--- src/rtl/dest_fifo_reader.sv ---
// Drains destination FIFOs D0/D1 into one tagged stream with per-destination saturating counters.
// Define READER_STRICT_PRIO_EN to give D0 strict priority instead of round-robin arbitration.
module dest_fifo_reader #(
    parameter int BW    = 6,
    parameter int CNT_W = 8
) (
    input  logic             clk,
    input  logic             reset,
    input  logic             init,
    input  logic             sink_ready,
    input  logic             D0_empty,
    input  logic             D1_empty,
    input  logic             D0_error_output,
    input  logic             D1_error_output,
    input  logic [BW-1:0]    D0_data_out,
    input  logic [BW-1:0]    D1_data_out,
    output logic             D0_rd,
    output logic             D1_rd,
    output logic [BW-1:0]    data_out,
    output logic             valid_out,
    output logic             dest_out,
    output logic [CNT_W-1:0] d0_count,
    output logic [CNT_W-1:0] d1_count,
    output logic             idle_out,
    output logic             error_out
);

    typedef enum logic [1:0] {IDLE, ACTIVE, HALT} state_t;

    localparam logic [CNT_W-1:0] CNT_MAX = '1;

    state_t state;
    state_t state_next;
    logic   any_error;
    logic   can_pop;
    logic   elig0;
    logic   elig1;
    logic   grant0;
    logic   grant1;
    logic   pop;

    // A pop during reset would lose a FIFO word, so reset also blocks pops.
    assign any_error = D0_error_output | D1_error_output;
    assign can_pop   = !reset && (state == ACTIVE) && init && sink_ready && !any_error;
    assign elig0     = can_pop && !D0_empty;
    assign elig1     = can_pop && !D1_empty;

`ifdef READER_STRICT_PRIO_EN
    assign grant0 = elig0;
    assign grant1 = elig1 && !elig0;
`else
    logic last_grant;

    assign grant0 = elig0 && (!elig1 || last_grant);
    assign grant1 = elig1 && (!elig0 || !last_grant);

    always_ff @(posedge clk) begin
        if (reset)
            last_grant <= 1'b1;
        else if (pop)
            last_grant <= grant1;
    end
`endif

    assign pop   = grant0 | grant1;
    assign D0_rd = grant0;
    assign D1_rd = grant1;

    // The FIFO presents the popped word one cycle after rd, aligned with valid_out.
    assign data_out = valid_out ? (dest_out ? D1_data_out : D0_data_out) : '0;

    // NOTE: default assignment first keeps this combinational block latch-free.
    always_comb begin
        state_next = state;
        if (any_error) begin
            state_next = HALT;
        end else begin
            case (state)
                IDLE:    if (init) state_next = ACTIVE;
                ACTIVE:  if (!init && !pop) state_next = IDLE;
                default: state_next = state;
            endcase
        end
    end

    // NOTE: sequential state uses non-blocking assignments so every register samples pre-edge values.
    always_ff @(posedge clk) begin
        if (reset) begin
            state     <= IDLE;
            valid_out <= 1'b0;
            dest_out  <= 1'b0;
            d0_count  <= '0;
            d1_count  <= '0;
            idle_out  <= 1'b0;
            error_out <= 1'b0;
        end else begin
            state     <= state_next;
            valid_out <= pop;
            dest_out  <= grant1;
            if (grant0 && d0_count != CNT_MAX)
                d0_count <= d0_count + 1'b1;
            if (grant1 && d1_count != CNT_MAX)
                d1_count <= d1_count + 1'b1;
            idle_out  <= (state_next == IDLE) && !pop;
            error_out <= (state_next == HALT);
        end
    end

endmodule
--- config.mk ---
export PLATFORM = sky130hd
export DESIGN_NAME = dest_fifo_reader
export DESIGN_NICKNAME = d
export VERILOG_FILES = /design/src/rtl/dest_fifo_reader.sv
export SDC_FILE = /design/constraint.sdc
export NUM_CORES = 1
export LEC_CHECK = 0
export BUFFER_PORTS_ARGS = -buffer_cell sky130_fd_sc_hd__buf_2
export CORE_MARGIN = 5
export CORE_UTILIZATION = 41
export CTS_BUF_LIST = sky130_fd_sc_hd__clkbuf_8
export DETAILED_ROUTE_END_ITERATION = 7
export GPL_TIMING_DRIVEN = 0
export PLACE_DENSITY = 0.7
export SETUP_SLACK_MARGIN = 0.4
export SKIP_LAST_GASP = 1
export SYNTH_ARGS = -nofsm -noshare
export SYNTH_HDL_FRONTEND = slang
export SYNTH_SLANG_ARGS = --single-unit
--- constraint.sdc ---
create_clock -name clk -period 2.9 [get_ports clk]
set_clock_uncertainty 0.15 [all_clocks]
set_input_delay 0.58 -clock clk [delete_from_list [all_inputs] [get_ports clk]]
set_output_delay 0.58 -clock clk [all_outputs]
set_load 0.01 [all_outputs]
---- Word level (Yosys, flattened, before mapping) ----
Cells that the tools add are included.
W data, S select, Z words.
storage, ports and cells
  bits of input ports ..................... 20
  register bits ........................... 23
  output and inout port bits .............. 28
cells by class
  bitwise operators ....................... 2
  $add $sub $neg .......................... 2
  muxes and demuxes ....................... 6
  reduce and logical (&&, ||, !) cells .... 25
  equality and inequality tests ........... 4
operators with widths
  operator               count
  $add A8 B1 Y8 const B  2
  $ne A8 B8 Y1 const B   2
  $logic_and A1 B1 Y1    12
  $mux W6                2
  $logic_not A1 Y1       9
  $mux W2                3
  $logic_not A2 Y1       2
  $pmux W2 S2            1
  $eq A2 B1 Y1 const B   1
  $eq A2 B2 Y1 const B   1
  $logic_or A1 B1 Y1     2
  $or A1 B1 Y1           2

---- Longest topological paths before layout ----
  depth after elaboration ................. 17
  mapped depth ............................ 8
  mapped depth without buffers ............ 5

---- Worst setup path before layout ----
Ideal clock, no wire load.
  path kind ............................... input to output
  start point ............................. input D1_error_output
  end point ............................... output D1_rd
  buffers on the path ..................... 3
  setup slack ............................. 0.041 ns
  data arrival time ....................... 2.129 ns
  data required time ...................... 2.170 ns
  stages on the path ...................... 6
  cell sequence ........................... or4_1 buf_2 or4_1 buf_2 buf_2 inv_1
on the way
  cells in the longest elaborated chain, start to end .. 7
RTL lines
  element                line  source
  start, declared        14    input logic D1_error_output,
  $or A1 B1 Y1 *         43    assign any_error = D0_error_output | D1_error_output;
  $logic_not A1 Y1 *     44    assign can_pop = !reset && (state == ACTIVE) && init && sink_ready && !any_error;
  $logic_and A1 B1 Y1 *  44
  $logic_and A1 B1 Y1    45    assign elig0 = can_pop && !D0_empty;
  $logic_not A1 Y1       55    assign grant1 = elig1 && (!elig0 || !last_grant);
  $logic_or A1 B1 Y1     55
  $logic_and A1 B1 Y1 *  55
  end, declared          18    output logic D1_rd,
Every way passes the cells marked *; elsewhere a longest branch is shown, timed or not.

---- Worst setup path in the final report ----
  start point ............................. input D0_error_output
  end point ............................... output D1_rd
on the way
  cells in the longest elaborated chain, start to end .. 7
RTL lines
  element                line  source
  start, declared        13    input logic D0_error_output,
  $or A1 B1 Y1 *         43
  $logic_not A1 Y1 *     44
  $logic_and A1 B1 Y1 *  44
  $logic_and A1 B1 Y1    45
  $logic_not A1 Y1       55
  $logic_or A1 B1 Y1     55
  $logic_and A1 B1 Y1 *  55
Marked as above.

==> flow_metrics.tcl <==
set metrics [dict create \
    start_util_pct 42.2 \
    fin_tns_setup_ps 0 \
    synthesis.area_mm2 0.00115 \
    p_leak_nw 0.723 \
    drc 0 \
    critPathMaxFanout 3 \
    vias 1289 \
    post_drt_wl_per_cell_um 14.9 \
    drtAntennaViolNets 0 \
    core_area_mm2 0.00273 \
    grt_max_degree 14 \
    worst_slack_ps 21.4 \
    rsz0062_at_grt "yes" \
    first_iter_violations 78 \
    hold_class "input pin to flop" \
    period_minus_slack_ps 2880 \
    max_cap_viol_count 0 \
    rows 19 \
    overflow 0 \
    yosysUniqueCellTypes 26 \
    place_ws_ps -242 \
    syn_inst 136 \
    grt_pass1_vias 1292 \
    die-width_um 63.0 \
    nets 224 \
    syn_to_final_growth_pct 52.9 \
    finalHoldViolations 0 \
    root_buffer "clkbuf_8" \
    peakVddDrop_mv 0.243 \
    antenna_found_initial 0 \
    antennaDiodeCount 0 \
    power.total_mw 0.564 \
    wl_um 3460 \
    worst_slew_pin_slew_ps 674 \
    worst_ep_required_time_ps 2170 \
    htree_levels 1 \
    timing.fmax_mhz 347 \
    cts.clk_slew.worst_paths_ps 80 \
    ys_top_cells_by_area "dfxtp_1, mux2i_1, a21oi_1, or4_1, o31ai_1" \
    fin_util_pct 64.5 \
    power_density_mw_per_mm2 320 \
    dieArea_mm2 0.00397 \
    fin_crit_sh_pct 99.3 \
    grtUsageTotal_pct 17.0 \
    finalHoldWorstSlack_ps 338 \
    post-dp-hpwl_um 2300 \
    avgSynthCellArea_um2 8.48 \
    cts_tree "built" \
    regArea_um2 460 \
    cts.sinks 23 \
    ys_seq_area_share_pct 39.9 \
    multiInputGateArea_um2 753 \
    cp.arrival_ps 2150 \
    cp-start-kind "input pin" \
    yosys.area.top_type "dfxtp_1" \
    fill_cells 238 \
    cts_buffers 3 \
    yosysTopAreaCellShare_pct 39.9 \
    max-slew-margin-rel_pct 54.9 \
    portBuffers 47 \
    ys_ff_latch 23 \
    dieHeight_um 63.0 \
    clk-insertion-delay-late_ps 270 \
    drive_above_1_share_pct 48.3 \
    via_per_inst 5.56 \
    end_kind "primary output" \
    slew_violations 0 \
    grt_pass1_wl_um 5720 \
    ys_warn_count 0 \
    clockBufferDepth 2 \
    drt_pass1_iterations 4 \
    run_status "finished clean" \
    synth_nets 158 \
    finalSetupViolCount 0 \
    worst-setup-path-type "input pin to primary output" \
    holdBufCountCts 0 \
    place_congestion 0.812 \
    io_pins 48 \
]
path summary, 6_finish.rpt:
check / cells past startpoint / slack [ps] / to / start
hold / removal: 2 / 340 / state[0] / D1_error_output
setup / recovery: 8 / 20 / D1_rd / D0_error_output
setup reg to reg: 8 / 270 / d1_count[3] / state[1]
hold reg to reg: 2 / 350 / last_grant / last_grant
what timing repair did:
item / CTS / global route
gates cloned: 0 / 1
gates resized for setup: 19 / 22
setup buffers: 11 / 2
pin swaps: 12 / 10
endpoints found under the setup margin: 11 / 12
placed cells by master (no fill, tap or decap), drive strengths merged, types with 7 or more instances in the layout:
| master | instances |
|---|---|
| nand3 | 7 |
| a21oi | 14 |
| dfxtp | 23 |
| mux2i | 8 |
| buf | 65 |
| nor2b | 8 |
| or4 | 8 |
| nor2 | 8 |
| clkbuf | 7 |
| o31ai | 7 |
| or3 | 7 |
registers in the layout, summed over array words and instances, names as in the netlist:
signal      flops
d0_count        8
d1_count        8
state           2
dest_out        1
error_out       1
idle_out        1
last_grant      1
valid_out       1
where the power goes:
| part | total [mW] | switching, mW | internal [mW] |
|---|---|---|---|
| Combinational | 0.0404 | 0.0190 | 0.0213 |
| Clock | 0.204 | 0.108 | 0.0959 |
| Sequential | 0.320 | 0.00162 | 0.318 |
| Total | 0.564 | 0.129 | 0.435 |
per-layer routing:
layer	GRT usage, %	vias up	routed length, um
met5	0	-	0
met4	3.71	0	19
met3	3.24	2	142
met2	29.5	28	1770
met1	21.5	622	1520
li1	-	637	-
cells in the mapped netlist (all sizes together):
library cell,instances
inv,5
and4b,1
o21bai,1
a31oi,1
o31ai,7
buf,3
nor2b,8
a21oi,14
a211oi,2
or3,7
o41ai,3
clkbuf,5
nand2,5
nor3,3
and4,2
o21ai,5
nand4,2
mux2i,8
nor2,8
dfxtp,23
nand3,7
ha,2
or4,8
nor4,2
nand2b,3
a311oi,1
critical path, stage by stage:
cell	delay, ps
buf_6	90
or4_4	520
buf_6	130
or4_4	430
buf_6	140
buf_8	110
inv_4	40
buf_6	90
cell type report:
| cell class | count | area share (%) |
|---|---|---|
| multi-input cells | 100 | 42.7 |
| flip-flops and latches | 23 | 26.1 |
| repair buffers | 61 | 21.2 |
| plain buffers | 8 | 3.83 |
| clock buffers | 3 | 2.34 |
| well taps | 31 | 2.20 |
| inverters | 5 | 1.35 |
| clock inverters | 1 | 0.284 |
per-stage QoR:
| stage | instances | area [um2] |
|---|---|---|
| after floorplan | 136 | 1170 |
| after global placement | 214 | 1450 |
| after detailed placement | 214 | 1450 |
| after CTS | 229 | 1660 |
| after global routing | 232 | 1760 |
| final | 232 | 1760 |
cell families after synthesis:
group | Yosys count | share of synthesized area (%)
compound gates | 34 | 18.3
fa+ha+maj | 2 | 2.17
flops | 23 | 39.9
simple gates | 56 | 28.1
mux | 8 | 6.94
buf+inv | 13 | 4.56
(Power assumes the default switching activity.)
